[src/rtl/control_pipe_stager.sv]
// control_pipe_stager: carries decode control through ID/EX, EX/MEM, MEM/WB
// and derives load-use stall, branch flush, EX forwarding selects and halt.
//
// Ports:
//   CLK, RST            rising-edge clock, synchronous active-high reset
//   CONTROL_PIPE/ALU_OP decode-stage control bundle and ALU op
//   ID_VALID/RS1/RS2/RD decode-stage instruction fields
//   BRANCH_TAKEN        EX-stage taken branch or jump
//   STALL, FLUSH        hazard controls toward IF/ID
//   EX_*/MEM_*/WB_*     pipeline register contents per stage
//   FWD_A, FWD_B        EX operand sources (00 regfile, 01 EX/MEM, 10 MEM/WB)
//   HALTED              sticky flag, set once a halt reaches WB
module control_pipe_stager #(
    parameter int REG_AW = 3,
    parameter int CTRL_W = 9
) (
    input  logic              CLK,
    input  logic              RST,
    input  logic [CTRL_W-1:0] CONTROL_PIPE,
    input  logic [1:0]        ALU_OP,
    input  logic              ID_VALID,
    input  logic [REG_AW-1:0] ID_RS1,
    input  logic [REG_AW-1:0] ID_RS2,
    input  logic [REG_AW-1:0] ID_RD,
    input  logic              BRANCH_TAKEN,
    output logic              STALL,
    output logic              FLUSH,
    output logic [CTRL_W-1:0] EX_CTRL,
    output logic [1:0]        EX_ALU_OP,
    output logic [REG_AW-1:0] EX_RD,
    output logic [CTRL_W-1:0] MEM_CTRL,
    output logic [REG_AW-1:0] MEM_RD,
    output logic [CTRL_W-1:0] WB_CTRL,
    output logic [REG_AW-1:0] WB_RD,
    output logic [1:0]        FWD_A,
    output logic [1:0]        FWD_B,
    output logic              HALTED
);

    localparam int B_REG_WRITE = 8;
    localparam int B_MEM_READ  = 6;
    localparam int B_HALT      = 0;

    logic [REG_AW-1:0] ex_rs1;
    logic [REG_AW-1:0] ex_rs2;
    logic              halt_q;
    logic              load_id;
    logic              ex_hit;

    // A halt counts as soon as it sits in WB, and stays latched afterwards.
    assign HALTED = halt_q | WB_CTRL[B_HALT];

    assign ex_hit = (EX_RD == ID_RS1) || (EX_RD == ID_RS2);

    assign STALL = ID_VALID && EX_CTRL[B_MEM_READ]
                   && (EX_RD != '0) && ex_hit;

    assign FLUSH = BRANCH_TAKEN;

    // Flush outranks stall; both, halt and an empty decode slot insert a bubble.
    assign load_id = ID_VALID && !BRANCH_TAKEN && !STALL && !HALTED;

    always_ff @(posedge CLK) begin
        if (RST) begin
            EX_CTRL   <= '0;
            EX_ALU_OP <= '0;
            EX_RD     <= '0;
            ex_rs1    <= '0;
            ex_rs2    <= '0;
        end else if (load_id) begin
            EX_CTRL   <= CONTROL_PIPE;
            EX_ALU_OP <= ALU_OP;
            EX_RD     <= ID_RD;
            ex_rs1    <= ID_RS1;
            ex_rs2    <= ID_RS2;
        end else begin
            EX_CTRL   <= '0;
            EX_ALU_OP <= '0;
            EX_RD     <= '0;
            ex_rs1    <= '0;
            ex_rs2    <= '0;
        end
    end

    always_ff @(posedge CLK) begin
        if (RST) begin
            MEM_CTRL <= '0;
            MEM_RD   <= '0;
            WB_CTRL  <= '0;
            WB_RD    <= '0;
            halt_q   <= 1'b0;
        end else begin
            MEM_CTRL <= EX_CTRL;
            MEM_RD   <= EX_RD;
            WB_CTRL  <= MEM_CTRL;
            WB_RD    <= MEM_RD;
            halt_q   <= HALTED;
        end
    end

    logic mem_wr;
    logic wb_wr;

    assign mem_wr = MEM_CTRL[B_REG_WRITE] && (MEM_RD != '0);
    assign wb_wr  = WB_CTRL[B_REG_WRITE] && (WB_RD != '0);

    // The younger EX/MEM result wins when both stages write the same register.
    always_comb begin
        FWD_A = 2'b00;
        FWD_B = 2'b00;
        if (mem_wr && (MEM_RD == ex_rs1)) begin
            FWD_A = 2'b01;
        end else if (wb_wr && (WB_RD == ex_rs1)) begin
            FWD_A = 2'b10;
        end
        if (mem_wr && (MEM_RD == ex_rs2)) begin
            FWD_B = 2'b01;
        end else if (wb_wr && (WB_RD == ex_rs2)) begin
            FWD_B = 2'b10;
        end
    end

endmodule
[config.mk]
export PLATFORM = sky130hd
export DESIGN_NAME = control_pipe_stager
export DESIGN_NICKNAME = d
export VERILOG_FILES = /design/src/rtl/control_pipe_stager.sv
export SDC_FILE = /design/constraint.sdc
export NUM_CORES = 1
export LEC_CHECK = 0
export ABC_AREA = 1
export BUFFER_PORTS_ARGS = -buffer_cell sky130_fd_sc_hd__buf_2
export CORE_MARGIN = 4
export CORE_UTILIZATION = 23
export CTS_CLUSTER_DIAMETER = 40
export DETAILED_ROUTE_END_ITERATION = 10
export PLACE_DENSITY_LB_ADDON = 0.25
export SLEW_MARGIN = 20
export SYNTH_ARGS = -nofsm -noshare
export SYNTH_HDL_FRONTEND = slang
export SYNTH_SLANG_ARGS = --single-unit
[constraint.sdc]
create_clock -name CLK -period 1.64 [get_ports CLK]
set_input_delay 0.164 -clock CLK [delete_from_list [all_inputs] [get_ports CLK]]
set_output_delay 0.164 -clock CLK [all_outputs]
set_load 0.1 [all_outputs]
==> results.tsv, run 1 <==
metric	value	unit
outcome	complete, no violations	
end_kind	primary output	
crit_required	1.48	ns
overflow	0	
final_core_util	34.13	%
syn_area_per_cell	8.525	µm²
r2r_start	EX_RD[1]$_SDFF_PP0_	
die_w	92.58	µm
finalSetupViolCount	0	
r2r_cells	9	
fin_crit_sh	97.49	%
peakVddDrop	284.5	µV
hold_slack	0.08089	ns
maxCapViolations	0	
startpoint	MEM_RD[0]$_SDFF_PP0_	
grt_pass1_wl	6.120	mm
track_usage	9.195	%
clock_latency	0.29	ns
synth_fp_nets	217	
io_buffers	68	
hold_viol_final	0	
min_from	CONTROL_PIPE[6]	
synth_cells	193	
worst_pin_slew	0.5047	ns
criticalPathCategory	flip-flop to primary output	
r2r_slack	0.36	ns
grt_pass1_vias	1279	
drtIter0Drc	39	
layout_commonest_cell	buf_2	
worstPathMaxFanout	4	
min_period	1.599	ns
dieArea	0.008571	mm²
hold_path_end	EX_CTRL[6]$_SDFF_PP0_	
clockRootBuffer	clkbuf_8	
fin_nets	289	
finalMaxSlewViolations	0	
viasPerCell	3.465	
place_congestion	0.8076	
postCtsSetupRepairBufs	0	
r2r_end	EX_CTRL[7]$_SDFF_PP0_	
dr.pass1.iters	4	
final.setup_skew	0.003951	ns
fp.coreArea	0.006869	mm²
clk_pin_slew	0.08	ns
worstPathArrival	1.43	ns
hpwl	2.975	mm
powerDensity	894.8	mW/mm²
antenna_found_initial	0	
clk_path_buf_depth	2	
final_layout_size_suffix_gt1_share	49.06	%
wl_per_cell	10.20	µm
clock.fmax	625.4	MHz
holdPathStages	3	
io_pins	69	
antenna_left	0	
core.rowCount	30	
fin_setup_tns	0	ns
tritoncts	built	
start_util	23.95	%
die_h	92.58	µm
ctsHtreeMaxLevel	2	
antennaDiodeCount	0	
grt_max_degree	26	
layout_common_cells	buf_2, inv_1, dfxtp_1	
cellLeakagePower	0.001143	µW
rsz0062_at_grt	yes	
syn2layout_area_growth	42.51	%
yosysSeqAreaShare	54.75	%
fin_cells	361	
cp-start-kind	flip-flop	
ys_types	20	
dp.cells	354	
maxSlewHeadroom	66.59	%
hold_class	primary input to flip-flop	
vias	1251	
yosysWarnings	0	
ys_seq_elements	45	
clkSinkCount	45	
postCtsHoldBufs	0	
wirelength	3.683	mm
cts_made_buffers	5	
syn-cell-area	0.001645	mm²
drcViolationCount	0	
==> synth_stat cells <==
master | n | area share, %
buf_4 | 1 | 0.46
inv_2 | 1 | 0.23
buf_1 | 2 | 0.46
nor2_1 | 28 | 6.4
a31oi_1 | 1 | 0.38
nand3_1 | 4 | 1.2
nand2_1 | 14 | 3.2
xnor2_1 | 8 | 4.3
nor2_4 | 1 | 0.68
or2_4 | 1 | 0.53
nor2_2 | 19 | 7.2
nand4_1 | 1 | 0.38
inv_1 | 50 | 11
xor2_1 | 6 | 3.2
nor3_1 | 5 | 1.5
buf_2 | 1 | 0.30
nor4_4 | 1 | 1.3
dfxtp_1 | 45 | 55
nand2_2 | 2 | 0.76
buf_6 | 2 | 1.4
==> stage by stage <==
step,setup WS [ns],power [µW],instance area (µm²)
2_1_floorplan,-0.5804,1367,1709
3_3_place_gp,0.1997,1431,2210
3_5_place_dp,0.1821,1433,2210
4_1_cts,0.01125,2134,2338
5_1_grt,-0.04603,2201,2345
6_report,0.04112,2098,2345
==> report_power, final <==
part	leakage [µW]	switching, µW	total, µW	internal (µW)
combinational	0.000722	219	285	66.9
clock	0.0000476	359	693	334
sequential	0.000374	15.0	1120	1100
total	0.00114	592	2100	1510
==> logic make-up (layout without fill, tap and decap cells) <==
group / Yosys count / count (layout) / synth area share [%]
AO/OA/AOI/OAI: 1 / 1 / 0.3805
buffers and inverters: 57 / 129 / 14.22
flip-flops: 45 / 45 / 54.75
XOR/XNOR: 14 / 14 / 7.453
AND/OR/NAND/NOR: 76 / 76 / 23.19
==> flip-flops by register name (all words and copies together) (netlist names) <==
| signal | count |
|---|---|
| EX_RD | 3 |
| ex_rs1 | 3 |
| EX_ALU_OP | 2 |
| EX_CTRL | 9 |
| WB_CTRL | 9 |
| MEM_RD | 3 |
| WB_RD | 3 |
| halt_q | 1 |
| ex_rs2 | 3 |
| MEM_CTRL | 9 |
==> cell type report <==
| type | instances | area, µm² |
|---|---|---|
| Clock buffer | 6 | 82.58 |
| Clock inverter | 1 | 6.256 |
| Fill cell | 754 | 4524 |
| Inverter | 51 | 202.7 |
| Multi-Input combinational cell | 91 | 559.3 |
| Sequential cell | 45 | 935.9 |
| Tap cell | 96 | 120.1 |
| Timing Repair Buffer | 71 | 437.9 |
==> worst max-delay path, cell delays in order, from the launching register on <==
cell        delay [ns]
dfxtp_4           0.37
xor2_1            0.15
nor2_1            0.14
nand3_2           0.12
nand3_2           0.10
clkinvlp_4        0.09
buf_12            0.17
==> repair_timing <==
item                                    4_1_cts  5_1_grt
gates resized for setup                       8        3
pin swaps                                     3        0
endpoints found under the setup margin        3        3
hold endpoints to repair                      0        0
==> worst max-delay path by stage <==
stage,to,cells after the start
2_1_floorplan,FWD_B[1],5
3_3_place_gp,FWD_B[1],6
3_5_place_dp,FWD_B[1],6
4_1_cts,FWD_B[1],6
5_1_grt,FWD_A[1],6
6_report,FWD_A[1],6
==> metal layers <==
metal  track usage (%)  wire (µm)  vias up  part of all wire, %
met1             10.14       1572      532                   43
met4             4.455         76        0                  2.1
met3             2.275        178        7                  4.8
met5                 0          0        -                    0
li1                  -          -      682                    -
met2             16.37       1856       30                   50
(Power assumes the default switching activity.)
==> run 2: changes to the inputs <==
Settings changed: REMOVE_ABC_BUFFERS from default to 1.
Clock period 1.64 ns to 1.82 ns, I/O delays scaled along.
==> run 2 against run 1 <==
Compared with the run above: core utilization shrank 1.7 points; routed wire length shrank 4.5%; non-clock buffer count grew 1; flip-flop and latch count is the same; first-iteration DRC count shrank 18%; power shrank 9.0%; combinational power shrank 11%; critical path type unchanged.
==> results.tsv, run 2 (synthesized netlist as in run 1, its figures left out) <==
metric	value	unit
io_pins	69	
fin_crit_sh	91.83	%
hpwl	2.783	mm
finalMaxSlewViolations	0	
cpMaxStageDelayCell	dfxtp_1	
syn2layout_area_growth	35.44	%
place_ws	0.3133	ns
hold_slack	0.1044	ns
outcome	complete, no violations	
grt_pass1_wl	5.775	mm
reg_top3	EX_CTRL x9, MEM_CTRL x9, WB_CTRL x9	
setup_ws	0.1486	ns
clkSinkCount	45	
core.rowCount	30	
end_kind	primary output	
p_comb_share	13.2	%
fp.coreArea	0.006869	mm²
dr.pass1.iters	4	
clk_path_buf_depth	2	
fin_nets	290	
hold_viol_final	0	
layout_common_cells	buf_2, inv_1, dfxtp_1	
switching_share	28.27	%
clockPowerShare	33.6	%
dieArea	0.008571	mm²
powerDensity	857.1	mW/mm²
clk_pin_slew	0.08	ns
viasPerCell	3.515	
clock_latency	0.29	ns
layout_commonest_cell	buf_2	
final_layout_size_suffix_gt1_share	40.82	%
rsz0062_at_grt	no	
overflow	0	
grt_pass1_vias	1274	
tritoncts	built	
slowest_delay	0.45	ns
peakVddDrop	235.3	µV
crit_required	1.64	ns
clockRootBuffer	clkbuf_8	
p_switching	540.0	µW
critical_path.top_delay_family	flip-flops	
cellLeakagePower	0.001162	µW
die_h	92.58	µm
antenna_left	0	
cp-start-kind	flip-flop	
dp.cells	355	
wirelength	3.517	mm
io_buffers	68	
final.setup_skew	0.005345	ns
antennaDiodeCount	0	
maxCapViolations	0	
hold_class	primary input to flip-flop	
die_w	92.58	µm
clock.fmax	598.3	MHz
postCtsSetupRepairBufs	0	
drtIter0Drc	32	
wl_per_cell	9.689	µm
maxSlewHeadroom	67.21	%
antenna_found_initial	0	
postCtsHoldBufs	0	
path_buf_inv	2	
track_usage	8.636	%
vias	1276	
criticalPathCategory	flip-flop to primary output	
place_congestion	0.8152	
p_seq_share	53.2	%
finalSetupViolCount	0	
grt_max_degree	26	
start_util	23.95	%
path_cells	xnor2_1, nand3_1, nand2_1, nand2_2, inv_1, clkbuf_4	
worst_pin_slew	0.4953	ns
drcViolationCount	0	
worstPathArrival	1.49	ns
worstPathMaxFanout	5	
fillers	781	
cts_made_buffers	5	
fin_cells	363	
internal_power	1370	µW
min_period	1.671	ns
ctsHtreeMaxLevel	2	
==> run 2: changes by cell type in the layout (fill, tap and decap cells not counted), sizes merged <==
cell / delta
clkinv: +2
clkinvlp: -3
buf: -2
clkbuf: +3
inv: +2
==> run 2: cell type report <==
cell class / instances / area (µm²) / area share [%]
clock inverter: 2 / 13.76 / 0.6176
multi-input combinational: 91 / 521.8 / 23.41
sequential: 45 / 903.4 / 40.54
tap: 96 / 120.1 / 5.390
clock buffer: 6 / 82.58 / 3.706
timing repair buffer: 72 / 395.4 / 17.74
inverter: 51 / 191.4 / 8.591
==> run 2: repair_timing <==
action,in CTS,in global routing
pin swaps,0,0
endpoints found under the setup margin,1,5
gates resized for setup,1,7
==> run 2: layer usage <==
metal  wire length, µm  up-vias  track usage (%)
met4                44        0            2.970
met1              1451      544            9.209
met2              1659       43            14.44
met5                 0        -                0
li1                  -      683                -
met3               361        6            4.712
==> run 2: through the flow <==
step | TNS [ns] | power (µW) | cell area (µm²) | util [%]
2_1_floorplan | -10.22 | 1215 | 1603 | -
3_3_place_gp | 0 | 1295 | 2108 | 30.69
3_5_place_dp | 0 | 1296 | 2108 | 30.69
4_1_cts | 0 | 1956 | 2207 | 32.13
5_1_grt | 0 | 2012 | 2228 | 32.44
6_report | 0 | 1910 | 2228 | 32.44
==> run 2: power by group through the flow <==
stage | registers (µW) | logic [µW] | clock network [µW]
floorplan | 1150 | 65.1 | 0
global placement | 1040 | 256 | 0
detailed placement | 1040 | 257 | 0
CTS | 1020 | 257 | 682
global route | 1020 | 272 | 720
finish | 1020 | 253 | 641
==> run 2: worst paths after layout <==
check | cells past startpoint | slack [ns] | endpoint | startpoint
worst min-delay path | 3 | 0.10 | EX_CTRL[2]$_SDFF_PP0_ | CONTROL_PIPE[2]
worst min register to register | 2 | 0.42 | MEM_CTRL[5]$_SDFF_PP0_ | EX_CTRL[5]$_SDFF_PP0_
worst max register to register | 7 | 0.56 | EX_CTRL[8]$_SDFF_PP0_ | EX_RD[2]$_SDFF_PP0_
worst max-delay path | 6 | 0.15 | STALL | EX_RD[2]$_SDFF_PP0_
==> run 2: worst register-to-register path, stage by stage, from the launching register on <==
cell and delay [ns]:
dfxtp_1 0.45, xnor2_1 0.15, nand3_1 0.08, nand2_1 0.09, nand2_2 0.06, nand2_2 0.06
buf_4 0.22, nor2_2 0.05
==> run 3: changes to the inputs <==
Settings changed: CORE_ASPECT_RATIO from default to 1.5.
==> run 3 against run 2 <==
Compared with the run above: cell area fell by 0.39%; routed wire length rose by 2.8%; critical path type unchanged; via count is 1.3% higher; critical path depth unchanged; final cell count decreased by 5.2%; global-route usage about the same.
==> results.tsv, run 3 (synthesized netlist as in run 1, its figures left out) <==
metric	value	unit
grt_pass1_wl	5.796	mm
cts_made_buffers	5	
clkSinkCount	45	
dr.pass1.iters	4	
clockRootBuffer	clkbuf_8	
worstPathArrival	1.47	ns
min_period	1.654	ns
die_w	77.06	µm
p_seq_share	50.5	%
tritoncts	built	
io_pins	69	
antenna_found_initial	0	
criticalPathCategory	flip-flop to primary output	
clk_path_buf_depth	2	
grt_pass1_vias	1235	
worstPathMaxFanout	4	
layout_common_cells	buf_2, inv_1, dfxtp_1	
crit_required	1.64	ns
worst_pin_slew	0.5043	ns
wl_per_cell	10.51	µm
grt_max_degree	26	
cellLeakagePower	0.001169	µW
io_buffers	68	
vias	1293	
cpMaxStageDelayCell	dfxtp_2	
fp.coreArea	0.006898	mm²
path_cells	inv_1, a31oi_1, inv_1, nor3_2, buf_4, buf_12	
multiInputGateArea	515.5	µm²
ctsHtreeMaxLevel	2	
layout_commonest_cell	buf_2	
switching_share	26.69	%
syn2layout_area_growth	34.91	%
place_congestion	0.8269	
clock.fmax	604.7	MHz
critPathMostFrequentCell	inv_1	
hold_slack	0.1013	ns
core.rowCount	37	
track_usage	8.643	%
finalMaxSlewViolations	0	
placedInstanceArea	0.002091	mm²
hpwl	2.908	mm
antennaDiodeCount	0	
dieArea	0.008599	mm²
hold_class	primary input to flip-flop	
slowest_delay	0.38	ns
final_layout_size_suffix_gt1_share	39.85	%
cp-start-kind	flip-flop	
rsz0062_at_grt	no	
postCtsHoldBufs	0	
drtIter0Drc	24	
p_switching	537.2	µW
outcome	complete, no violations	
path_buf_inv	4	
antenna_left	0	
critical_path.top_delay_family	buffers and inverters	
hold_viol_final	0	
clockPowerShare	36.9	%
start_util	23.85	%
overflow	0	
fin_crit_sh	90.86	%
fin_area	0.002220	mm²
end_kind	primary output	
clock_latency	0.29	ns
drcViolationCount	0	
finalSetupViolCount	0	
viasPerCell	3.759	
p_comb_share	12.6	%
fillers	762	
reg_top3	EX_CTRL x9, MEM_CTRL x9, WB_CTRL x9	
maxCapViolations	0	
die_h	111.6	µm
p_total	2013	µW
internal_power	1475	µW
powerDensity	906.7	mW/mm²
dp.cells	336	
clk_pin_slew	0.08	ns
fin_cells	344	
maxSlewHeadroom	66.61	%
final.setup_skew	0.006951	ns
final_core_util	32.18	%
peakVddDrop	346.8	µV
seq_area	903.4	µm²
fin_nets	289	
wirelength	3.615	mm
## run 3: worst reg2reg max path, stage by stage (launching register included)
cell and delay, ns:
dfxtp_1 0.42, xnor2_1 0.15, nand3_1 0.09, nand2_1 0.10, nand2_2 0.06, nand2_2 0.20
buf_12 0.21, nor2_2 0.05
## run 3: what timing repair did
item,CTS,global route
resized for setup,2,6
gates cloned,0,0
buffers inserted,0,0
endpoints found under the hold margin,0,0
endpoints found under the setup margin,2,5
## run 3: per-stage QoR
stage / setup TNS, ns / setup WS (ns)
6_report: 0 / 0.1663
5_1_grt: 0 / 0.01565
4_1_cts: 0 / 0.01031
3_5_place_dp: 0 / 0.2996
3_3_place_gp: 0 / 0.3061
2_1_floorplan: -10.22 / -3.130
## run 3: final timing paths
check / start / to / slack (ns) / cells after the start
setup reg to reg: EX_RD[2]$_SDFF_PP0_ / ex_rs1[2]$_SDFF_PP0_ / 0.45 / 7
setup / recovery: MEM_RD[2]$_SDFF_PP0_ / FWD_B[0] / 0.17 / 6
hold reg to reg: EX_CTRL[8]$_SDFF_PP0_ / MEM_CTRL[8]$_SDFF_PP0_ / 0.42 / 2
hold / removal: CONTROL_PIPE[0] / EX_CTRL[0]$_SDFF_PP0_ / 0.10 / 3
## run 3: power groups by stage
| stage | clock, µW | combinational, µW | sequential (µW) |
|---|---|---|---|
| floorplan | 0 | 65.1 | 1150 |
| global placement | 0 | 257 | 1040 |
| detailed placement | 0 | 257 | 1040 |
| CTS | 791 | 258 | 1020 |
| global route | 819 | 272 | 1020 |
| finish | 743 | 254 | 1020 |
## run 3: final cells by class
cell class / instances / area share (%)
sequential: 45 / 40.70
inverter: 51 / 8.625
tap: 78 / 4.397
clock inverter: 2 / 1.747
multi-input combinational: 91 / 23.22
timing repair buffer: 71 / 18.04
clock buffer: 6 / 3.269
## run 3: per-layer routing
layer,global-route usage (%),share of wire [%],up-vias
met2,16.30,55,39
li1,-,-,683
met5,0,0,-
met1,8.333,37,566
met4,4.276,2.0,0
met3,2.670,6.3,5
